==> src/rtl/timer_pkg.sv <==
`default_nettype none
// ============================================================================
// Module      : timer_pkg
// Description : Shared types and constants for the countdown timer core.
// Revision    : 1.0 - initial release
// ============================================================================
package timer_pkg;

    localparam int FIELD_W    = 8;
    localparam int MAX_HR_DEF = 23;
    localparam int MAX_MS_DEF = 59;

    typedef enum logic [1:0] {
        ST_IDLE    = 2'd0,
        ST_RUN     = 2'd1,
        ST_PAUSE   = 2'd2,
        ST_EXPIRED = 2'd3
    } state_t;

    function automatic logic [FIELD_W-1:0] clamp(input logic [FIELD_W-1:0] v,
                                                 input logic [FIELD_W-1:0] mx);
        return (v > mx) ? mx : v;
    endfunction

endpackage
`default_nettype wire

==> src/rtl/cnt_down_mod.sv <==
`default_nettype none
// ============================================================================
// Module      : cnt_down_mod
// Description : One down-counting time field; reloads MAX_VAL on borrow.
// Revision    : 1.0 - initial release
// ============================================================================
module cnt_down_mod
    import timer_pkg::*;
#(
    parameter int MAX_VAL = MAX_MS_DEF
) (
    input  logic               clk,
    input  logic               rst,
    input  logic               ld,
    input  logic [FIELD_W-1:0] ld_val,
    input  logic               en,
    input  logic               borrow_in,
    output logic [FIELD_W-1:0] val,
    output logic               borrow_out,
    output logic               is_zero
);

    localparam logic [FIELD_W-1:0] c_max = FIELD_W'(MAX_VAL);

    logic [FIELD_W-1:0] r_val;

    assign val        = r_val;
    assign is_zero    = (r_val == '0);
    // Borrow ripples upward purely from the current value, independent of en.
    assign borrow_out = borrow_in & is_zero;

    always_ff @(posedge clk or negedge rst) begin
        if (!rst) begin
            r_val <= '0;
        end else if (ld) begin
            r_val <= ld_val;
        end else if (en && borrow_in) begin
            r_val <= is_zero ? c_max : r_val - 1'b1;
        end
    end

endmodule
`default_nettype wire

==> src/rtl/countdown_timer_core.sv <==
`default_nettype none
// ============================================================================
// Module      : countdown_timer_core
// Description : HH:MM:SS countdown with load clamp, pause/resume and alarm.
// Revision    : 1.0 - initial release
// ============================================================================
module countdown_timer_core
    import timer_pkg::*;
#(
    parameter int MAX_HR = MAX_HR_DEF,
    parameter int MAX_MS = MAX_MS_DEF
) (
    input  logic               clk,
    input  logic               rst,
    input  logic               tick,
    input  logic               load,
    input  logic               start,
    input  logic               stop,
    input  logic               ack,
    input  logic [FIELD_W-1:0] hr_set,
    input  logic [FIELD_W-1:0] min_set,
    input  logic [FIELD_W-1:0] sec_set,
    output logic [FIELD_W-1:0] hr,
    output logic [FIELD_W-1:0] min,
    output logic [FIELD_W-1:0] sec,
    output logic               running,
    output logic               done
);

    localparam logic [FIELD_W-1:0] c_max_hr = FIELD_W'(MAX_HR);
    localparam logic [FIELD_W-1:0] c_max_ms = FIELD_W'(MAX_MS);

    state_t r_state;
    logic   r_running;
    logic   r_done;

    logic w_capture;
    logic w_dec;
    logic w_dec_en;
    logic w_sec_borrow, w_min_borrow, w_hr_borrow;
    logic w_sec_zero, w_min_zero, w_hr_zero;
    logic w_at_zero;
    logic w_last_sec;

    assign w_capture  = load && (r_state != ST_RUN);
    assign w_dec      = (r_state == ST_RUN) && !stop && tick;
    // hr borrow_out means the whole count is zero; never let it wrap.
    assign w_dec_en   = w_dec && !w_hr_borrow;
    assign w_at_zero  = w_sec_zero && w_min_zero && w_hr_zero;
    assign w_last_sec = w_hr_zero && w_min_zero && (sec == FIELD_W'(1));

    cnt_down_mod #(.MAX_VAL(MAX_MS)) u_sec (
        .clk        (clk),
        .rst        (rst),
        .ld         (w_capture),
        .ld_val     (clamp(sec_set, c_max_ms)),
        .en         (w_dec_en),
        .borrow_in  (1'b1),
        .val        (sec),
        .borrow_out (w_sec_borrow),
        .is_zero    (w_sec_zero)
    );

    cnt_down_mod #(.MAX_VAL(MAX_MS)) u_min (
        .clk        (clk),
        .rst        (rst),
        .ld         (w_capture),
        .ld_val     (clamp(min_set, c_max_ms)),
        .en         (w_dec_en),
        .borrow_in  (w_sec_borrow),
        .val        (min),
        .borrow_out (w_min_borrow),
        .is_zero    (w_min_zero)
    );

    cnt_down_mod #(.MAX_VAL(MAX_HR)) u_hr (
        .clk        (clk),
        .rst        (rst),
        .ld         (w_capture),
        .ld_val     (clamp(hr_set, c_max_hr)),
        .en         (w_dec_en),
        .borrow_in  (w_min_borrow),
        .val        (hr),
        .borrow_out (w_hr_borrow),
        .is_zero    (w_hr_zero)
    );

    assign running = r_running;
    assign done    = r_done;

    always_ff @(posedge clk or negedge rst) begin
        if (!rst) begin
            r_state   <= ST_IDLE;
            r_running <= 1'b0;
            r_done    <= 1'b0;
        end else begin
            case (r_state)
                ST_IDLE: begin
                    if (!load && start && !w_at_zero) begin
                        r_state   <= ST_RUN;
                        r_running <= 1'b1;
                    end
                end
                ST_RUN: begin
                    if (stop) begin
                        r_state   <= ST_PAUSE;
                        r_running <= 1'b0;
                    end else if (tick && w_last_sec) begin
                        // Alarm rises on the same edge the count lands on zero.
                        r_state   <= ST_EXPIRED;
                        r_running <= 1'b0;
                        r_done    <= 1'b1;
                    end
                end
                ST_PAUSE: begin
                    if (load) begin
                        r_state <= ST_IDLE;
                    end else if (start && !w_at_zero) begin
                        r_state   <= ST_RUN;
                        r_running <= 1'b1;
                    end
                end
                ST_EXPIRED: begin
                    if (load || ack) begin
                        r_state <= ST_IDLE;
                        r_done  <= 1'b0;
                    end
                end
                default: begin
                    r_state   <= ST_IDLE;
                    r_running <= 1'b0;
                    r_done    <= 1'b0;
                end
            endcase
        end
    end

endmodule
`default_nettype wire

==> config.mk <==
export PLATFORM = sky130hd
export DESIGN_NAME = countdown_timer_core
export DESIGN_NICKNAME = d
export VERILOG_FILES = /design/src/rtl/timer_pkg.sv /design/src/rtl/cnt_down_mod.sv /design/src/rtl/countdown_timer_core.sv
export SDC_FILE = /design/constraint.sdc
export NUM_CORES = 1
export LEC_CHECK = 0
export BUFFER_PORTS_ARGS = -buffer_cell sky130_fd_sc_hd__buf_2
export CORE_MARGIN = 3
export CORE_UTILIZATION = 50
export DETAILED_ROUTE_END_ITERATION = 7
export GPL_TIMING_DRIVEN = 0
export PLACE_DENSITY = 0.74
export SYNTH_ARGS = -nofsm -noshare
export SYNTH_HDL_FRONTEND = slang
export SYNTH_SLANG_ARGS = --single-unit
==> constraint.sdc <==
create_clock -name clk -period 2.5 [get_ports clk]
set_input_delay 0.25 -clock clk [delete_from_list [all_inputs] [get_ports clk]]
set_output_delay 0.25 -clock clk [all_outputs]
set_load 0.05 [all_outputs]
Word-level counts from Yosys, hierarchy flattened
Cells that the tools add are included.
Operators by class
  add/sub/neg operators: 3
  multipliers: 0
  div/mod/pow operators: 0
  $lt $le $gt $ge: 3
  eq/ne operators: 13
  shift-type cells: 0
  mux-type cells: 29
  bitwise logic cells: 2
  reductions and logical operators: 31
Operators with widths (number)
  $mux 8: 12
  $logic_not 8->1: 3
  $sub 8x1->8 const B: 3
  $gt 8x6->1 const B: 2
  $logic_and 1x1->1: 14
  $mux 2: 6
  $ne 2x2->1 const B: 5
  $eq 8x1->1 const B: 1
  $gt 8x5->1 const B: 1
  $mux 1: 8
  $pmux 2 s4: 1
  $reduce_and 4->1: 2
  $reduce_bool 2->1: 4
  $reduce_and 5->1: 1
  $eq 2x2->1 const B: 2
  $logic_not 1->1: 4
  $ne 2x1->1 const B: 2
  $ne 3x2->1 const B: 1
  $ne 3x3->1 const B: 1
  $pmux 1 s3: 1
  $reduce_bool 3->1: 1
  $and 1x1->1: 2
  $eq 2x1->1 const B: 1
  $logic_not 2->1: 1
  other kinds (2): 2
Storage, ports and cells
  flip-flop bits (word level): 28
  latch bits: 0
  bits in writable memories: 0
  bits in read-only memories: 0
  input port bits: 31
  output and inout bits: 26
  word-level logic and storage cells: 87
  memories: 0

Longest topological paths before layout
  word-level depth: 8
  mapped depth: 8
  gate-level depth less buffers: 7

Modules after synthesis
From an unflattened synthesis, not the netlist that was laid out.
Unflattened totals
  cells, all modules: 222
  area, all modules: 2080.7 µm²
By module, submodules not included
  cnt_down_mod at u_min ...: times used 2, cells an instance 59, area an instance 576.8 µm², seq. area each 200.2 µm²
  cnt_down_mod at u_hr: times used 1, cells an instance 51, area an instance 486.7 µm², seq. area each 200.2 µm²
  countdown_timer_core: times used 1, cells an instance 53, area an instance 440.4 µm², seq. area each 100.1 µm²

Least setup slack after synthesis
Ideal clock, no wire load.
  kind: register to register
  start: register u_sec.r_val[0], in the netlist u_sec.val[0]
  end: register u_sec.r_val[6], in the netlist u_sec.val[6]
  setup time: 124 ps
  arrival time: 2091 ps
  setup slack: 285 ps
  cell stages (with the launch flop): 9
  buffers on the path: 1
  clock period less this slack: 2215 ps
  cells stage by stage: dfrtp_1 -> inv_1 -> ha_1 -> nor4b_4 -> nand2_1 -> o21ai_2 -> and2_1 -> buf_4 -> a211o_1
Between the ends
  word-level cells in the longest chain between the ends: 6
Ends and longest elaborated chain
  start: declaration: RTL line cnt_down_mod.sv:25  | logic [FIELD_W-1:0] r_val;
  start signal: assignment: RTL line cnt_down_mod.sv:36  | r_val <= ld_val;
  start signal: assignment: RTL line cnt_down_mod.sv:38  | r_val <= is_zero ? c_max : r_val - 1'b1;
  branches (longest 6 deep; another with $sub 8x1->8)
Parallel ways; which one is timed is not known. The select of a mux whose other input is x is not followed.
A chain may end at the register's enable or synchronous reset.

Final worst setup path
  start: register u_hr.r_val[0], in the netlist u_hr.val[0]
  end: register u_sec.r_val[1], in the netlist u_sec.val[1]
Between the ends
  word-level cells in the longest chain between the ends: 5
Ends and longest elaborated chain
  start: declaration: RTL line cnt_down_mod.sv:25
  start signal: assignment: RTL line cnt_down_mod.sv:36
  start signal: assignment: RTL line cnt_down_mod.sv:38
  $logic_not 8->1: RTL line cnt_down_mod.sv:28  | assign is_zero = (r_val == '0);
  $and 1x1->1: RTL line cnt_down_mod.sv:30  | assign borrow_out = borrow_in & is_zero;
  $logic_not 1->1: RTL line countdown_timer_core.sv:48  | assign w_dec_en = w_dec && !w_hr_borrow;
  $logic_and 1x1->1: RTL line countdown_timer_core.sv:48
  $reduce_bool 2->1 (no line)
Every way passes these cells.

==> summary.md <==
| Metric | Value |
|---|---|
| Status | `finished with violations` |
| Failing checks | `hold timing` |
| Synthesized instance count | `229` |
| Critical path launch point | `u_hr.val[0]$_DFFE_PN0P_` |
| Final WL | `5120 microns` |
| WP data required | `2.71 ns` |
| Clk Latency, worst-skew pair | `0.28 ns` |
| Post CTS Setup Buffer Count | `0` |
| Post-Syn Area | `2010 sq um` |
| Average routed wire per standard cell | `15.2 microns` |
| Number of synthesized flops with an enable pin | `0` |
| PnR Total Power | `1750 uW` |
| TNS Setup | `0 ns` |
| Vias in the first global route | `1922` |
| Final setup vio count | `0` |
| Filler cell count | `362` |
| Largest net degree at the start of global routing | `29` |
| Clock Tree Root | `clkbuf_8` |
| Dpl hpwl | `3930 microns` |
| Most frequent cells in the layout | `57 x buf_2, 30 x nor2_1, 28 x dfrtp_1` |
| Ys async rst share | `100%` |
| Drt initial violations | `125` |
| Hold Path Class | `in -> async` |
| Core footprint | `3770 sq um` |
| Tot GR Track Use | `21.2%` |
| Post-cts sizing count | `0` |
| Initial antenna violation count | `0` |
| Layout area overhead | `19.7%` |
| Syn_nets | `267` |
| CP max stage delay | `0.44 ns` |
| Flops & latches, synth | `28` |
| CP endpoint kind | `register` |
| RR Endpoint | `u_sec.val[1]$_DFFE_PN0P_` |
| Crit share post-route | `87.7%` |
| DRC Markers | `0` |
| CP Capture Point | `u_sec.val[1]$_DFFE_PN0P_` |
| Clock slew at reported path FFs | `0.10 ns` |
| Clock Sinks | `28` |
| Antenna-violating nets left | `0` |
| Fmax | `0.456 GHz` |
| # diodes | `0` |
| Commonest non-fill, non-tap cell in the layout | `buf_2` |
| Worst Path Max Fanout | `6` |
| Initial Utilization | `53.3%` |
| Number of distinct library cells after synthesis | `57` |
| Power per cell area | `727 nW/um^2` |
| Chip height | `69.4 microns` |
| YS warnings | `0` |
| Post-CTS Hold Buffers | `0` |
| Arrival @ worst endpoint | `2.40 ns` |
| PortBufs | `56` |
| Slew @ Worst Pin | `0.681 ns` |
| Cell count along the critical path | `8` |
| GRT overflow | `0` |
| Main synth FF type | `dfrtp_1` |
| Reg2reg setup slack | `0.31 ns` |
| Mean Syn Cell Area | `8.77 sq um` |
| RR Startpoint | `u_hr.val[0]$_DFFE_PN0P_` |
| Final Net Count | `328` |
| Rows | `22` |
| RePlAce Congestion | `0.851` |
| Drt pass-1 iters | `4` |
| I/O pin count | `57` |
| RSZ-0062 raised after global routing | `false` |
| Reg2reg path depth | `8` |
| CP Cell Sequence | `inv_1 > ha_1 > nor4b_4 > nand4_4 > o21ai_2 > and2_1 > buf_4 > mux2i_1` |
| Clock tree buffer depth | `2` |
| Htree depth | `1` |
| Max Cap Violations | `0` |
| Global-route wire length before repair | `8500 microns` |
| Setup Skew | `0.0107 ns` |
| Slew headroom | `53.4%` |
| Vias per inst | `5.90` |
| Minimum clock period after layout | `2.19 ns` |
| Hold Worst Slack | `-0.0217 ns` |
| Startpoint types | `register` |
| Max-slew violation count | `0` |
| CTS tree | `yes` |
| Critical path class | `reg -> reg` |
| CTS buffer count | `3` |
| Worst Path Buf+Inv | `2` |
| Slowest CP cell | `dfrtp_1` |
| Register area share after synthesis | `34.9%` |
| Peak VDD IR | `0.524 mV` |
| Hold Violations, Final | `28` |
| CP delay by family, top | `simple AND/OR/NAND/NOR gates` |
| DR vias | `1987` |
| Die width | `69.4 microns` |
| DIE AREA | `4820 sq um` |
| Leak Pwr | `0.00110 uW` |
| Share of cells above drive strength 1 | `27.0%` |
## synth_stat cells, drive strengths merged (2+ instances only)
cell     instances  area share, %
or4              2           0.75
nand4            4            2.0
o22a             4            1.7
nor4b            2            2.4
nor3b            2            1.0
and2             3            1.1
a21oi           14            3.5
dfrtp           28             35
o22ai            3           0.93
o21bai           2           0.75
nand2           20            3.7
o32ai            2           0.87
o211ai           2           0.75
a31oi            6            2.2
nand2b           3           0.93
nand3           10            2.7
nor2            30            5.6
a41o             3            1.5
a2111oi          2            1.8
nor4             3            2.0
mux2i            3            1.5
nor2b            3           0.93
o2bb2ai          3            1.3
a211o            3            1.3
and3             4            1.2
buf              6            1.9
inv             14            2.6
nor3            12            3.8
or3              2           0.62
o21ai           15            3.9
ha               7            4.4
## cells by family (layout without fill, tap and decap cells)
kind of cell | Yosys count | after routing | synth area share [%]
buffers and inverters | 21 | 81 | 4.73
flip-flops | 28 | 28 | 34.9
XOR/XNOR | 1 | 1 | 0.436
AO/OA/AOI/OAI | 65 | 65 | 23.2
AND/OR/NAND/NOR | 104 | 104 | 30.9
adder cells (fa/ha/maj) | 7 | 7 | 4.36
multiplexers | 3 | 3 | 1.49
## how the worst min path moves through the flow
stage                          endpoint  slack [ns]  cells past startpoint
2_1_floorplan          done$_DFFE_PN0P_       -0.05                      0
3_3_place_gp   u_min.val[0]$_DFFE_PN0P_        0.32                      1
3_5_place_dp   u_min.val[1]$_DFFE_PN0P_        0.32                      1
4_1_cts         u_hr.val[5]$_DFFE_PN0P_       0.007                      1
5_1_grt         u_hr.val[6]$_DFFE_PN0P_        0.02                      1
6_report        u_hr.val[6]$_DFFE_PN0P_       -0.02                      1
## metal layers
layer | vias up | routed length (microns) | global-route usage [%]
li1 | 967 | - | -
met1 | 958 | 2280 | 27.9
met2 | 57 | 2480 | 35.8
met3 | 5 | 294 | 3.19
met4 | 0 | 58 | 6.29
met5 | - | 0 | 0
## metrics by stage
step / util (%) / cells / setup WS (ns) / instance area (sq um) / hold WS, ns
3_3_place_gp: 62.3 / 333 / 0.365 / 2350 / 0.317
2_1_floorplan: - / 229 / 0.285 / 2010 / -0.0456
5_1_grt: 63.8 / 337 / 0.211 / 2400 / 0.0176
3_5_place_dp: 62.3 / 333 / 0.363 / 2350 / 0.318
6_report: 63.8 / 337 / 0.306 / 2400 / -0.0217
4_1_cts: 63.8 / 337 / 0.329 / 2400 / 0.00740
## flip-flops by register name, summed over array words and instances (netlist names)
register,flops
u_hr.val,8
u_min.val,8
u_sec.val,8
r_state,2
done,1
running,1
## report_power, final
group          switching (uW)  leakage [uW]  internal [uW]
Combinational             556      0.000737            242
Clock                     150     0.0000288            141
Sequential                125      0.000334            534
Total                     830       0.00110            917
## cell type report
class / count / area [sq um] / share of cell area, %
clock buffers: 4 / 55.1 / 2.29
multi-input cells: 180 / 1210 / 50.5
well taps: 48 / 60.1 / 2.50
repair buffers: 56 / 280 / 11.7
inverters: 14 / 52.6 / 2.19
flip-flops and latches: 28 / 701 / 29.1
plain buffers: 7 / 42.5 / 1.77
No activity file was read; power rests on OpenSTA's default activity.
